[src/rtl/imem_pkg.sv]
// ---------------------------------------------------------------------------
// imem_pkg
// Shared types and constants for the instruction-memory arbiter slice.
//   imem_arb_state_t : arbiter FSM states (IDLE, FETCH, LOADER, LOCK)
//   OWN_IF / OWN_LD  : owner tag values used to steer read data back
//   IMEM_ADDR_W      : default word-address width of the instruction memory
// ---------------------------------------------------------------------------
package imem_pkg;

    // Arbiter states: who won the memory last, or exclusive loader ownership
    typedef enum logic [1:0] {
        IDLE   = 2'd0,
        FETCH  = 2'd1,
        LOADER = 2'd2,
        LOCK   = 2'd3
    } imem_arb_state_t;

    // Owner tag of the read currently returning from the memory
    localparam logic OWN_IF = 1'b0;
    localparam logic OWN_LD = 1'b1;

    localparam int IMEM_ADDR_W = 8;

endpackage

[src/rtl/imem_starve_cnt.sv]
// ---------------------------------------------------------------------------
// imem_starve_cnt
// Saturating count of consecutive cycles in which the loader asked for the
// memory and was refused. When the count reaches STARVE_MAX the loader is
// forced a grant on the following cycle.
// Ports:
//   clk, rst    : clock, asynchronous active-high reset
//   i_ld_req    : loader is requesting this cycle
//   i_ld_gnt    : loader was granted this cycle
//   o_force     : count has reached STARVE_MAX, loader must win now
// ---------------------------------------------------------------------------
module imem_starve_cnt #(
    parameter int STARVE_MAX = 15
) (
    input  logic clk,
    input  logic rst,
    input  logic i_ld_req,
    input  logic i_ld_gnt,
    output logic o_force
);

    localparam int CNT_W = $clog2(STARVE_MAX + 1);
    localparam logic [CNT_W-1:0] CNT_MAX = CNT_W'(STARVE_MAX);

    logic [CNT_W-1:0] r_cnt;

    // Count refused loader cycles; any grant or idle loader restarts the run,
    // and the count sticks at the maximum until the forced grant clears it
    always_ff @(posedge clk or posedge rst) begin
        if (rst) begin
            r_cnt <= '0;
        end else if (i_ld_gnt || !i_ld_req) begin
            r_cnt <= '0;
        end else if (r_cnt != CNT_MAX) begin
            r_cnt <= r_cnt + 1'b1;
        end
    end

    assign o_force = (r_cnt == CNT_MAX);

endmodule

[src/rtl/imem_arbiter.sv]
// ---------------------------------------------------------------------------
// imem_arbiter
// Shares the single-port synchronous instruction memory between the fetch
// stage and the loader/debug port. One requester is granted per cycle; fetch
// is held off through if_stall. A locked loader burst keeps the core off the
// memory until the loader drops both ld_lock and ld_req.
// Build option:
//   IMEM_ARB_STARVE_EN : when defined, a loader refused STARVE_MAX cycles in
//                        a row is forced a grant; otherwise fetch has strict
//                        priority outside LOCK.
// Ports:
//   clk, rst                          : clock, asynchronous active-high reset
//   if_req, if_addr                   : fetch read request
//   if_stall                          : fetch refused this cycle (comb)
//   if_rdata, if_rvalid               : fetch read return, one cycle later
//   ld_req, ld_we, ld_lock            : loader request, write, exclusive hold
//   ld_addr, ld_wdata                 : loader address and write data
//   ld_gnt                            : loader accepted this cycle (comb)
//   ld_rdata, ld_rvalid               : loader read return, one cycle later
//   mem_en, mem_we, mem_addr,
//   mem_wdata, mem_rdata              : memory port
// ---------------------------------------------------------------------------
module imem_arbiter
    import imem_pkg::*;
#(
    parameter int ADDR_W     = IMEM_ADDR_W,
    parameter int STARVE_MAX = 15
) (
    input  logic              clk,
    input  logic              rst,
    input  logic              if_req,
    input  logic [ADDR_W-1:0] if_addr,
    output logic              if_stall,
    output logic [31:0]       if_rdata,
    output logic              if_rvalid,
    input  logic              ld_req,
    input  logic              ld_we,
    input  logic              ld_lock,
    input  logic [ADDR_W-1:0] ld_addr,
    input  logic [31:0]       ld_wdata,
    output logic              ld_gnt,
    output logic [31:0]       ld_rdata,
    output logic              ld_rvalid,
    output logic              mem_en,
    output logic              mem_we,
    output logic [ADDR_W-1:0] mem_addr,
    output logic [31:0]       mem_wdata,
    input  logic [31:0]       mem_rdata
);

    imem_arb_state_t r_state;
    imem_arb_state_t w_next_state;

    logic        w_if_win;
    logic        w_ld_win;
    logic        w_starve_force;
    logic        r_rd_pend;
    logic        r_owner;
    logic        w_if_ret;
    logic        w_ld_ret;
    logic [31:0] r_if_hold;
    logic [31:0] r_ld_hold;

`ifdef IMEM_ARB_STARVE_EN
    imem_starve_cnt #(
        .STARVE_MAX (STARVE_MAX)
    ) u_starve_cnt (
        .clk      (clk),
        .rst      (rst),
        .i_ld_req (ld_req),
        .i_ld_gnt (w_ld_win),
        .o_force  (w_starve_force)
    );
`else
    // No starvation guard: the force term is always false, so fetch keeps
    // strict priority (the compare only keeps STARVE_MAX referenced)
    assign w_starve_force = (STARVE_MAX < 0);
`endif

    // State register: remembers who won last, or that the loader holds LOCK
    always_ff @(posedge clk or posedge rst) begin
        if (rst) begin
            r_state <= IDLE;
        end else begin
            r_state <= w_next_state;
        end
    end

    // Grant and next-state logic. In LOCK only the loader may use the memory
    // and the lock persists until the loader lets go of both lock and request.
    // Elsewhere fetch wins unless it is idle, the loader is being starved, or
    // the loader just won and is asking to lock.
    always_comb begin
        w_ld_win     = 1'b0;
        w_if_win     = 1'b0;
        w_next_state = IDLE;
        if (r_state == LOCK) begin
            w_ld_win = ld_req;
            if (w_ld_win) begin
                w_next_state = ld_lock ? LOCK : LOADER;
            end else if (ld_lock) begin
                w_next_state = LOCK;
            end else begin
                w_next_state = IDLE;
            end
        end else begin
            w_ld_win = ld_req && (!if_req || w_starve_force ||
                                  (r_state == LOADER && ld_lock));
            w_if_win = if_req && !w_ld_win;
            if (w_if_win) begin
                w_next_state = FETCH;
            end else if (w_ld_win) begin
                w_next_state = ld_lock ? LOCK : LOADER;
            end else begin
                w_next_state = IDLE;
            end
        end
    end

    assign if_stall  = if_req && !w_if_win;
    assign ld_gnt    = w_ld_win;
    assign mem_en    = w_if_win || w_ld_win;
    assign mem_we    = w_ld_win && ld_we;
    assign mem_addr  = w_ld_win ? ld_addr : if_addr;
    assign mem_wdata = w_ld_win ? ld_wdata : 32'd0;

    // Track the read in flight and who issued it, so the data coming back
    // next cycle reaches the right requester; writes never produce a return
    always_ff @(posedge clk or posedge rst) begin
        if (rst) begin
            r_rd_pend <= 1'b0;
            r_owner   <= OWN_IF;
        end else begin
            r_rd_pend <= mem_en && !mem_we;
            if (mem_en) begin
                r_owner <= w_ld_win ? OWN_LD : OWN_IF;
            end
        end
    end

    assign w_if_ret = r_rd_pend && (r_owner == OWN_IF);
    assign w_ld_ret = r_rd_pend && (r_owner == OWN_LD);

    // Keep a copy of each requester's last returned word so its data output
    // stays stable while the other requester owns the memory
    always_ff @(posedge clk or posedge rst) begin
        if (rst) begin
            r_if_hold <= 32'd0;
            r_ld_hold <= 32'd0;
        end else begin
            if (w_if_ret) begin
                r_if_hold <= mem_rdata;
            end
            if (w_ld_ret) begin
                r_ld_hold <= mem_rdata;
            end
        end
    end

    assign if_rvalid = w_if_ret;
    assign ld_rvalid = w_ld_ret;
    assign if_rdata  = w_if_ret ? mem_rdata : r_if_hold;
    assign ld_rdata  = w_ld_ret ? mem_rdata : r_ld_hold;

endmodule

[config.mk]
export PLATFORM = sky130hd
export DESIGN_NAME = imem_arbiter
export DESIGN_NICKNAME = d
export VERILOG_FILES = /design/src/rtl/imem_pkg.sv /design/src/rtl/imem_starve_cnt.sv /design/src/rtl/imem_arbiter.sv
export SDC_FILE = /design/constraint.sdc
export NUM_CORES = 1
export LEC_CHECK = 0
export CORE_MARGIN = 8
export CORE_UTILIZATION = 32
export CTS_CLUSTER_SIZE = 8
export DETAILED_ROUTE_END_ITERATION = 16
export PLACE_DENSITY = 0.74
export SETUP_SLACK_MARGIN = 0.1
export SYNTH_ARGS = -nofsm -noshare
export SYNTH_HDL_FRONTEND = slang
export SYNTH_SLANG_ARGS = --single-unit
[constraint.sdc]
create_clock -name clk -period 2 [get_ports clk]
set_clock_uncertainty 0.15 [all_clocks]
set_input_delay 0.3 -clock clk [delete_from_list [all_inputs] [get_ports clk]]
set_output_delay 0.3 -clock clk [all_outputs]
set_load 0.03 [all_outputs]
==> results by group <==
Status
  • Status: finished with violations
  • Failing checks: negative setup slack

Die
  • Die area: 12400 um^2
  • Die height: 112 um
  • # rows: 35
  • Initial Util: roughly a third
  • Core ar.: 9060 um^2
  • Die Width: between 100 and 150 um
  • I/O pins: 196

STA
  • Fmax: around 450 MHz
  • Worst Max-Slew Pin Slew: 0.370 ns
  • Pins Over Slew Limit: 0
  • Final setup fails: 106
  • Period minus WS final: 2.21 ns
  • Sum Neg Setup Slack: -15.48 ns
  • Final worst path period share: 111%
  • Final hold violation count: 0
  • Final hold slack: roughly 0.27 ns
  • Slew headroom: 75.3%
  • Setup repair after global routing missed its margin: true
  • Worst setup margin: -0.211 ns

Logic synthesis
  • Mapped Area: 2920 um^2
  • Mapped Nets: slightly below 300
  • Post-synthesis cell type count: 20
  • Register bit count reported by yosys: 68
  • Synth warnings: 0
  • Cells after Synth: between 200 and 250
  • Sequential share of the synthesized area: 58.2%
  • Mean post-synth cell area: 14.4 um^2

Power
  • Part of the power in combinational logic: between 50% and 60%
  • Sequential share of power: 28.2%
  • P_int: 4.14 mW
  • Overall power: 6.51 mW
  • Switching Fraction: 36.4%
  • Net Sw Power: about 2.4 mW
  • Power share of the clock group: between 10% and 20%
  • Worst vdd ir: 0.440 mV
  • Leakage power: about 3.2 nW
  • PwrDens: roughly 980 nW/um^2

Placed design
  • Pre-CTS WS: -0.665 ns
  • Placer Congestion: ~0.77
  • Placed inst area: slightly above 5000 um^2
  • Dpl hpwl: 7.88 mm
  • Placed instance count: 517
  • Port buffer count: roughly 200

Detailed routing
  • Wire per inst: 21.1 um
  • Top Metal Used: met4
  • Wl on met1: around 4.6 mm
  • Initial drt markers: 106
  • Residual DRC count: 0
  • Pre-antenna DRT Iters: 4
  • Vias/cell: approximately 4.6
  • Final WL: 12.3 mm
  • Overall via count from detail_route: 2695
  • Antenna Nets Post-Route: 0
  • DR WL met2: 6.56 mm
  • WL met3: 1.05 mm

Critical path
  • Crit start category: flop
  • Critical register-to-register path endpoint: r_if_hold[20]
  • CP endpoint kind: output port
  • CP max FO: 6
  • Required time worst endpoint: 1.55 ns
  • Reg-to-reg startpoint: r_owner
  • Setup CP Type: reg -> out
  • Arr. time, crit path: 1.76 ns
  • Worst reg-to-reg path cell count: 6
  • Worst setup path endpoint: mem_wdata[29]
  • Flop2flop setup slack: 0.38 ns
  • CP startpoint: r_state[0]

Clocking
  • Worst skew pair latency: roughly 0.35 ns
  • Htree depth: 3
  • CTS tree: built
  • CTS clock-pin slew for the worst setup and hold paths: 0.08 ns
  • Total CTS buffers: 9
  • Hold buffer count at CTS: 0
  • Clk buf depth: 2
  • Clk sinks: 68
  • Root Buffer: clkbuf_8

Global routing
  • Vias in the first global route: around 3100
  • Grt total ovfl: 0
  • First-pass GRT wire length: 17.9 mm
  • Total GRT Usage: 18.7%
  • Largest net degree at the start of global routing: between 60 and 70
  • Initial antenna violation count: 0

Layout
  • # diodes: 0
  • Sequential Area: around 1700 um^2
  • Final Non-Filler Cells: 585
  • Filler Cells Inserted: 557
  • Multi-input gate area: 1450 um^2
  • Post-route cell area: around 6600 um^2
  • Post-layout util: 73.3%
  • Share of layout cells above drive strength 1: 65.8%
  • Layout Nets: 555
  • Layout area overhead: 127%

Run
  • Max Cap Viol: 0

Worst hold path
  • Hold Path Class: in -> async
==> cell usage after synthesis, drive strengths merged <==
| master | n | share of area (%) |
|---|---|---|
| mux2 | 72 | 28 |
| dfrtp | 68 | 58 |
| and2 | 33 | 7.3 |
| buf | 8 | 1.8 |
| inv | 6 | 0.77 |
| nand2 | 4 | 0.51 |
| o21ai | 3 | 0.64 |
| a21oi | 2 | 0.73 |
| clkbuf | 2 | 0.34 |
| a21o | 1 | 0.26 |
| a22o | 1 | 0.30 |
| a31o | 1 | 0.30 |
| nor3b | 1 | 0.26 |
| o21bai | 1 | 0.26 |
==> cell usage in the layout, fill, tap and decap left out, types with 2 or more instances in the layout <==
cell             synthesis  final
clkinvlp_4               0      3
buf_6                    0    107
dfrtp_1                 68     66
inv_1                    6      2
buf_12                   0     25
buf_8                    1      4
clkbuf_8                 0      9
clkdlybuf4s15_2          0      4
and2_1                  27      2
buf_4                    1     31
dlymetal6s2s_1           0      2
a21oi_4                  1      2
buf_16                   0      4
inv_6                    0      3
mux2_4                   4     58
dfrtp_2                  0      2
o21ai_0                  2      2
nand2_1                  4      2
clkdlybuf4s50_1          0     82
mux2_2                  68     14
clkbuf_16                0      4
and2_4                   0     31
inv_2                    0      3
==> registers in the layout (all words and copies together) (netlist names) <==
| register | flops |
|---|---|
| r_state | 2 |
| r_if_hold | 32 |
| r_owner | 1 |
| r_rd_pend | 1 |
| r_ld_hold | 32 |
==> how the worst min path moves through the flow <==
stage / slack [ns] / cells past startpoint / endpoint
2_1_floorplan: 0.25 / 1 / r_rd_pend
3_5_place_dp: 0.33 / 1 / r_ld_hold[29]
4_1_cts: 0.26 / 3 / r_ld_hold[26]
6_report: 0.27 / 3 / r_if_hold[26]
3_3_place_gp: 0.33 / 1 / r_if_hold[21]
5_1_grt: 0.27 / 3 / r_state[0]
==> cells by family (layout without fill, tap and decap cells) <==
family	count (synthesis)	after routing	synth area share [%]
mux	72	72	28.3
flops	68	68	58.2
simple gates	38	38	8.09
buf+inv	16	287	2.91
compound gates	9	9	2.48
==> area by class of cell <==
cell class / instances / share of cell area (%)
clock buffers: 9 / 1.86
clock inverters: 7 / 1.24
repair buffers: 265 / 46.9
multi-input cells: 119 / 21.9
flip-flops and latches: 68 / 25.7
inverters: 6 / 0.396
well taps: 111 / 2.09
==> per-layer routing <==
metal	GRT usage (%)	up-vias
met5	0	-
met2	33.6	131
met3	8.33	7
met1	19.2	1333
li1	-	1224
met4	5.20	0
==> power by group through the flow <==
stage / Clock (mW) / Combinational (mW) / Sequential, mW
after CTS: 1.21 / 3.15 / 1.81
after detailed placement: 0 / 2.67 / 1.83
final: 1.18 / 3.49 / 1.84
after floorplan: 0 / 1.50 / 1.80
after global routing: 1.28 / 3.64 / 1.87
after global placement: 0 / 2.64 / 1.81
==> what timing repair did <==
action | in CTS | in global routing
gates resized for setup | 459 | 115
setup endpoints to repair | 108 | 109
setup buffers | 18 | 29
pin swaps | 5 | 10
gates cloned | 7 | 4
==> critical path: stages (launching register included) <==
cell and delay (ns):
dfrtp_1 0.41, o21ai_2 0.18, a21oi_4 0.09, buf_4 0.15
buf_12 0.13, clkbuf_16 0.15, and2_4 0.16, buf_12 0.13
Power figures use the tool's default switching activity.
